### src/rtl/cgol_disp_pkg.sv
// ----------------------------------------------------------------------------
// cgol_disp_pkg: shared types and helpers for the LED matrix scanner.
// Rev 1.0
// ----------------------------------------------------------------------------
`default_nettype none

package cgol_disp_pkg;

  typedef enum logic [0:0] {
    S_BLANK = 1'b0,
    S_DRIVE = 1'b1
  } scan_state_t;

  // Maps a logical "on" level to the physical pin level of a driver.
  function automatic logic apply_pol(input logic value, input logic active_low);
    return value ^ active_low;
  endfunction

endpackage : cgol_disp_pkg

`default_nettype wire

### src/rtl/frame_store.sv
// ----------------------------------------------------------------------------
// frame_store: two ROWS x COLS pixel banks; writes go to back, reads from front.
// Rev 1.0
// ----------------------------------------------------------------------------
`default_nettype none

module frame_store
  import cgol_disp_pkg::*;
#(
  parameter int ROWS = 8,
  parameter int COLS = 8
) (
  input  logic                    clk,
  input  logic                    reset,
  input  logic                    wr_en_i,
  input  logic [$clog2(ROWS)-1:0] wr_row_i,
  input  logic [COLS-1:0]         wr_data_i,
  input  logic                    toggle_i,
  input  logic [$clog2(ROWS)-1:0] rd_row_i,
  output logic [COLS-1:0]         rd_data_o
);

  logic [COLS-1:0] bank_q [2][ROWS];
  logic            bank_sel_q;
  logic            wr_ok;

  // Only a non power-of-two row count can see an index past the last row.
  generate
    if ((1 << $clog2(ROWS)) == ROWS) begin : g_full_index
      assign wr_ok = 1'b1;
    end else begin : g_range_check
      assign wr_ok = (32'(wr_row_i) < $unsigned(ROWS));
    end
  endgenerate

  always_ff @(posedge clk or negedge reset) begin
    if (!reset) begin
      bank_sel_q <= 1'b0;
      for (int b = 0; b < 2; b++) begin
        for (int r = 0; r < ROWS; r++) begin
          bank_q[b][r] <= '0;
        end
      end
    end else begin
      // Back bank is chosen from the pre-edge select, so a write coinciding
      // with a swap lands in the bank that becomes front.
      if (wr_en_i && wr_ok) begin
        bank_q[~bank_sel_q][wr_row_i] <= wr_data_i;
      end
      if (toggle_i) begin
        bank_sel_q <= ~bank_sel_q;
      end
    end
  end

  assign rd_data_o = bank_q[bank_sel_q][rd_row_i];

endmodule : frame_store

`default_nettype wire

### src/rtl/led_matrix_scanner.sv
// ----------------------------------------------------------------------------
// led_matrix_scanner: row-at-a-time LED matrix driver with blanking and
// frame-aligned front/back buffer swap.  Rev 1.0
// ----------------------------------------------------------------------------
`default_nettype none

module led_matrix_scanner
  import cgol_disp_pkg::*;
#(
  parameter int ROWS           = 8,
  parameter int COLS           = 8,
  parameter int DWELL          = 1024,
  parameter int BLANK          = 16,
  parameter bit ROW_ACTIVE_LOW = 1'b0,
  parameter bit COL_ACTIVE_LOW = 1'b1
) (
  input  logic                    clk,
  input  logic                    reset,
  input  logic                    wr_en,
  input  logic [$clog2(ROWS)-1:0] wr_row,
  input  logic [COLS-1:0]         wr_data,
  input  logic                    swap_req,
  output logic                    swap_ack,
  output logic                    frame_start,
  output logic [ROWS-1:0]         row,
  output logic [COLS-1:0]         col
);

  localparam int ROW_W   = $clog2(ROWS);
  localparam int CNT_MAX = (DWELL > BLANK) ? DWELL : BLANK;
  localparam int CNT_W   = $clog2(CNT_MAX + 1);

  scan_state_t      state_q;
  logic [CNT_W-1:0] cnt_q;
  logic [ROW_W-1:0] row_idx_q;
  logic             pending_q;
  logic             swap_ack_q;
  logic             frame_start_q;
  logic [ROWS-1:0]  row_q;
  logic [COLS-1:0]  col_q;

  logic [ROWS-1:0]  row_d;
  logic [COLS-1:0]  col_d;
  logic [COLS-1:0]  front_row;
  logic             blank_done;
  logic             drive_done;
  logic             last_row;
  logic             wrap;
  logic             do_swap;

  assign blank_done = (state_q == S_BLANK) && (cnt_q == CNT_W'(BLANK - 1));
  assign drive_done = (state_q == S_DRIVE) && (cnt_q == CNT_W'(DWELL - 1));
  assign last_row   = (row_idx_q == ROW_W'(ROWS - 1));
  assign wrap       = drive_done && last_row;
  assign do_swap    = wrap && (pending_q || swap_req);

  frame_store #(
    .ROWS (ROWS),
    .COLS (COLS)
  ) u_frame_store (
    .clk       (clk),
    .reset     (reset),
    .wr_en_i   (wr_en),
    .wr_row_i  (wr_row),
    .wr_data_i (wr_data),
    .toggle_i  (do_swap),
    .rd_row_i  (row_idx_q),
    .rd_data_o (front_row)
  );

  always_comb begin
    row_d = '0;
    col_d = '0;
    for (int r = 0; r < ROWS; r++) begin
      row_d[r] = apply_pol((state_q == S_DRIVE) && (row_idx_q == ROW_W'(r)),
                           ROW_ACTIVE_LOW);
    end
    for (int c = 0; c < COLS; c++) begin
      col_d[c] = apply_pol((state_q == S_DRIVE) && front_row[c], COL_ACTIVE_LOW);
    end
  end

  always_ff @(posedge clk or negedge reset) begin
    if (!reset) begin
      state_q       <= S_BLANK;
      cnt_q         <= '0;
      row_idx_q     <= '0;
      pending_q     <= 1'b0;
      swap_ack_q    <= 1'b0;
      frame_start_q <= 1'b0;
      row_q         <= {ROWS{ROW_ACTIVE_LOW}};
      col_q         <= {COLS{COL_ACTIVE_LOW}};
    end else begin
      // Pin outputs follow the scan state one cycle later; the frame pulses
      // are aligned to the wrap edge itself.
      row_q         <= row_d;
      col_q         <= col_d;
      swap_ack_q    <= do_swap;
      frame_start_q <= wrap;
      pending_q     <= do_swap ? 1'b0 : (pending_q || swap_req);

      case (state_q)
        S_BLANK: begin
          if (blank_done) begin
            state_q <= S_DRIVE;
            cnt_q   <= '0;
          end else begin
            cnt_q <= cnt_q + CNT_W'(1);
          end
        end
        S_DRIVE: begin
          if (drive_done) begin
            state_q   <= S_BLANK;
            cnt_q     <= '0;
            row_idx_q <= last_row ? '0 : row_idx_q + ROW_W'(1);
          end else begin
            cnt_q <= cnt_q + CNT_W'(1);
          end
        end
        default: begin
          state_q <= S_BLANK;
          cnt_q   <= '0;
        end
      endcase
    end
  end

  assign swap_ack    = swap_ack_q;
  assign frame_start = frame_start_q;
  assign row         = row_q;
  assign col         = col_q;

endmodule : led_matrix_scanner

`default_nettype wire

### config.mk
export PLATFORM = sky130hd
export DESIGN_NAME = led_matrix_scanner
export DESIGN_NICKNAME = d
export VERILOG_FILES = /design/src/rtl/cgol_disp_pkg.sv /design/src/rtl/frame_store.sv /design/src/rtl/led_matrix_scanner.sv
export SDC_FILE = /design/constraint.sdc
export NUM_CORES = 1
export LEC_CHECK = 0
export ABC_AREA = 1
export BUFFER_PORTS_ARGS = -buffer_cell sky130_fd_sc_hd__buf_2
export CORE_MARGIN = 4
export CORE_UTILIZATION = 60
export DETAILED_ROUTE_END_ITERATION = 6
export PLACE_DENSITY_LB_ADDON = 0.08
export SYNTH_ARGS = -nofsm -noshare
export SYNTH_HDL_FRONTEND = slang
export SYNTH_SLANG_ARGS = --single-unit
### constraint.sdc
create_clock -name clk -period 1.8 [get_ports clk]
set_input_delay 0.36 -clock clk [delete_from_list [all_inputs] [get_ports clk]]
set_output_delay 0.36 -clock clk [all_outputs]
set_load 0.1 [all_outputs]
==> metrics.md <==
| Metric | Value |
|---|---|
| Combinational share of power | under 10% |
| Synth Area in Simple Gates | 25.3% |
| Leakage power | 4.16 nW |
| CP cell instances | buf_2 |
| Synth Flop Type | dfrtp_1 |
| P_sw | 0.00184 W |
| Post-synth EDFFs | 0 |
| Max stage delay on crit path | 0.52 ns |
| Setup violators final | 0 |
| Most common cell after layout, fill and taps aside | nand2_1 |
| Tot GR Track Use | 27.6% |
| Crit path arrival time | about 1.4 ns |
| DR WL met2 | 8470 um |
| Vias in the first global route | ~6000 |
| TritonRoute pass-1 iters | 5 |
| DRT met1 WL | 8130 um |
| Num CTS Buffers | 17 |
| Cell taking the most area after synthesis | dfrtp_1 |
| Dominant cells by area after synthesis | dfrtp_1 (52%), nand2_1 (16%), o21ai_0 (10%), nand3_1 (5.3%), inv_1 (4.8%) |
| Setup TNS | 0 ns |
| RSZ-0062 raised after global routing | false |
| CP delay by family, top | flip-flops |
| Reg clk slew, reported paths | 0.06 ns |
| Worst reg2reg path startpoint | u_frame_store.bank_sel_q |
| Htree depth | 4 |
| Fill cell count | about 1000 |
| Via density | between 5 and 6 |
| Register area share after synthesis | 54.4% |
| HP Class | input port to register |
| Slew Limit Fails | 0 |
| First DRT Iteration DRCs | 696 |
| Full die area | 14400 um2 |
| Power density over cell area | 967 nW/um2 |
| Mux contribution to synthesized area | 0% |
| Worst clock skew | 0.00612 ns |
| Critical path type | register to output port |
| Hold path startpoint | swap_req |
| DRT antenna net count | 0 |
| Highest Signal Layer | met4 |
| Yosys warns | 0 |
| Critical path peak fanout | 1 |
| CTS sink cnt | 163 |
| Most frequent cells in the layout | nand2_1 (318), o21ai_0 (154), dfrtp_1 (154), inv_1 (96), nand3_1 (79) |
| Post-synthesis cell count | 947 |
| Top Ports | 33 |
| Buf/Inv on CP | 1 |
| Crit path launch type | register |
| Post-synthesis xor/xnor area fraction | less than 1% |
| Hold Path Depth | 3 |
| Sequential power share | about half |
| DR WL met3 | 1410 um |
| Total gr overflow | 0 |
| Die height | 120 um |
| Worst path slowest cell | dfstp_2 |
| Share of layout cells above drive strength 1 | 10.3% |
| Top cell type's share of synthesized area | approximately half |
| CTS tree | done |
| Internal power | 0.00637 W |
| Slew HR | 63.7% |
| Wire per inst | 16.1 um |
| Async S/R FF share, synth | 100% |
| Fmax | between 500 and 600 MHz |
| Initial antenna violation count | 0 |
| Post-DP HPWL | 12400 um |
| Final Util | 70.0% |
| Post-Syn Area | 7510 um2 |
| # rows | 40 |
| DIE WIDTH | 120 um |
| Synth Area in Adders | 1.17% |
| Gpl congestion | 0.854 |
| Min Tclk post-route | 1.72 ns |
| Nets@finish | 994 |
| Max Root-Sink Buffers | 2 |
| Crit path depth | 1 |
| Core Area | roughly 12000 um2 |
| Sw frac | 22.4% |
| Synth cell types | 25 |
| Drt drc | 0 |
| Worst setup EP type | output port |
| Synthesized flop and latch total | 163 |
| Starting Density | slightly above 60% |
| Status | finished clean |
| Buffers on Ports | 32 |
| Fin crit share | between 90% and 100% |
| First-pass GRT wire length | 30800 um |
| Worst path required time | 1.44 ns |
| Crit. Startpoint | col[7] |
| Largest net degree at the start of global routing | 48 |
| Worst-Margin Slew | 0.543 ns |
| Antenna cells | 0 |
| WL final | 18600 um |
| Avg Cell Area, Syn | 7.94 um2 |
| Worst r2r path cells | 5 |
| Complex-gate fraction of the synthesized area | between 10% and 20% |
| Clock Power Share | 44.7% |
| DR vias | 6324 |
| Max-Cap Viols | 0 |
| Final Hold Viols | 0 |
| Root buf cell | clkbuf_16 |
| Peak VDD IR | 0.616 mV |
| Syn_nets | about 970 |
| Area Growth Syn to Fin | 12.9% |
| Main combinational cell family by area after synthesis | simple AND/OR/NAND/NOR gates |
| Worst-Skew Late Latency | 0.43 ns |
[metal layers]
| layer | global-route usage, % | vias up |
|---|---|---|
| met5 | 0 | - |
| li1 | - | 3031 |
| met3 | 5.56 | 42 |
| met1 | 38.8 | 2995 |
| met2 | 41.5 | 256 |
| met4 | 12.9 | 0 |
[state kept, by name, summed over array words and instances, names as in the netlist]
name	cells
row_idx_q	3
frame_start	1
row	8
state_q	1
u_frame_store.bank_sel_q	1
swap_ack	1
cnt_q	11
col	8
pending_q	1
u_frame_store.bank_q	128
[logic make-up (layout without fill, tap and decap cells)]
kind of cell,Yosys count,count (layout)
compound gates,156,156
xor+xnor,3,3
fa+ha+maj,7,7
buf+inv,149,187
flops,163,163
simple gates,469,469
[worst register-to-register path, stage by stage (launching register included)]
cell     delay [ns]
dfrtp_2        0.42
buf_12         0.24
nand2_4        0.09
inv_2          0.10
nand2_1        0.34
o21ai_0        0.34
[cells in the mapped netlist (2+ instances only)]
cell type and number:
xor2_1 3, inv_1 96, dfrtp_1 155, nand2_1 318, nand3_1 79, ha_1 7
nand4_1 4, buf_6 3, buf_1 5, inv_2 2, buf_2 22, o21ai_0 154
nor2_1 55, clkbuf_1 15, buf_4 5, a21oi_1 2, dfstp_2 8, nor3_1 7
[final timing paths]
check                                                 to  slack, ns
worst max-delay path                              col[7]       0.08
worst min-delay path                           pending_q       0.19
worst max register to register  u_frame_store.bank_q[95]       0.16
worst min register to register  u_frame_store.bank_q[14]       0.48
max in group asynchronous                         col[2]       0.78
min in group asynchronous       u_frame_store.bank_q[64]       0.41
[power by group through the flow]
stage | Sequential (W) | Combinational (W) | Clock [W]
detailed placement | 0.00413 | 0.000464 | 0
floorplan | 0.00409 | 0.000267 | 0
finish | 0.00408 | 0.000463 | 0.00367
CTS | 0.00407 | 0.000469 | 0.00372
global route | 0.00410 | 0.000544 | 0.00390
global placement | 0.00412 | 0.000437 | 0
[cell type report]
type / count / area, um2 / area share (%)
clock buffer: 22 / 474 / 5.59
clock inverter: 10 / 130 / 1.53
inverter: 99 / 372 / 4.38
multi-input combinational: 635 / 2810 / 33.1
sequential: 163 / 4090 / 48.2
tap: 168 / 210 / 2.48
timing repair buffer: 56 / 399 / 4.71
[metrics by stage]
step	setup slack, ns	power [W]	hold WS [ns]	instance area, um2	instances
floorplan	0.320	0.00436	0.0644	7510	947
global placement	0.216	0.00456	0.292	7860	1120
detailed placement	0.149	0.00460	0.302	7860	1120
CTS	0.0661	0.00826	0.180	8470	1153
global route	0.0396	0.00854	0.212	8480	1153
finish	0.0821	0.00820	0.191	8480	1153
[repair_timing]
| item | 4_1_cts | 5_1_grt |
|---|---|---|
| endpoints found under the setup margin | 0 | 11 |
| resized for setup | 0 | 2 |
| hold buffers | 1 | 0 |
| endpoints found under the hold margin | 33 | 0 |
| setup buffers | 0 | 0 |
(Power assumes the default switching activity.)
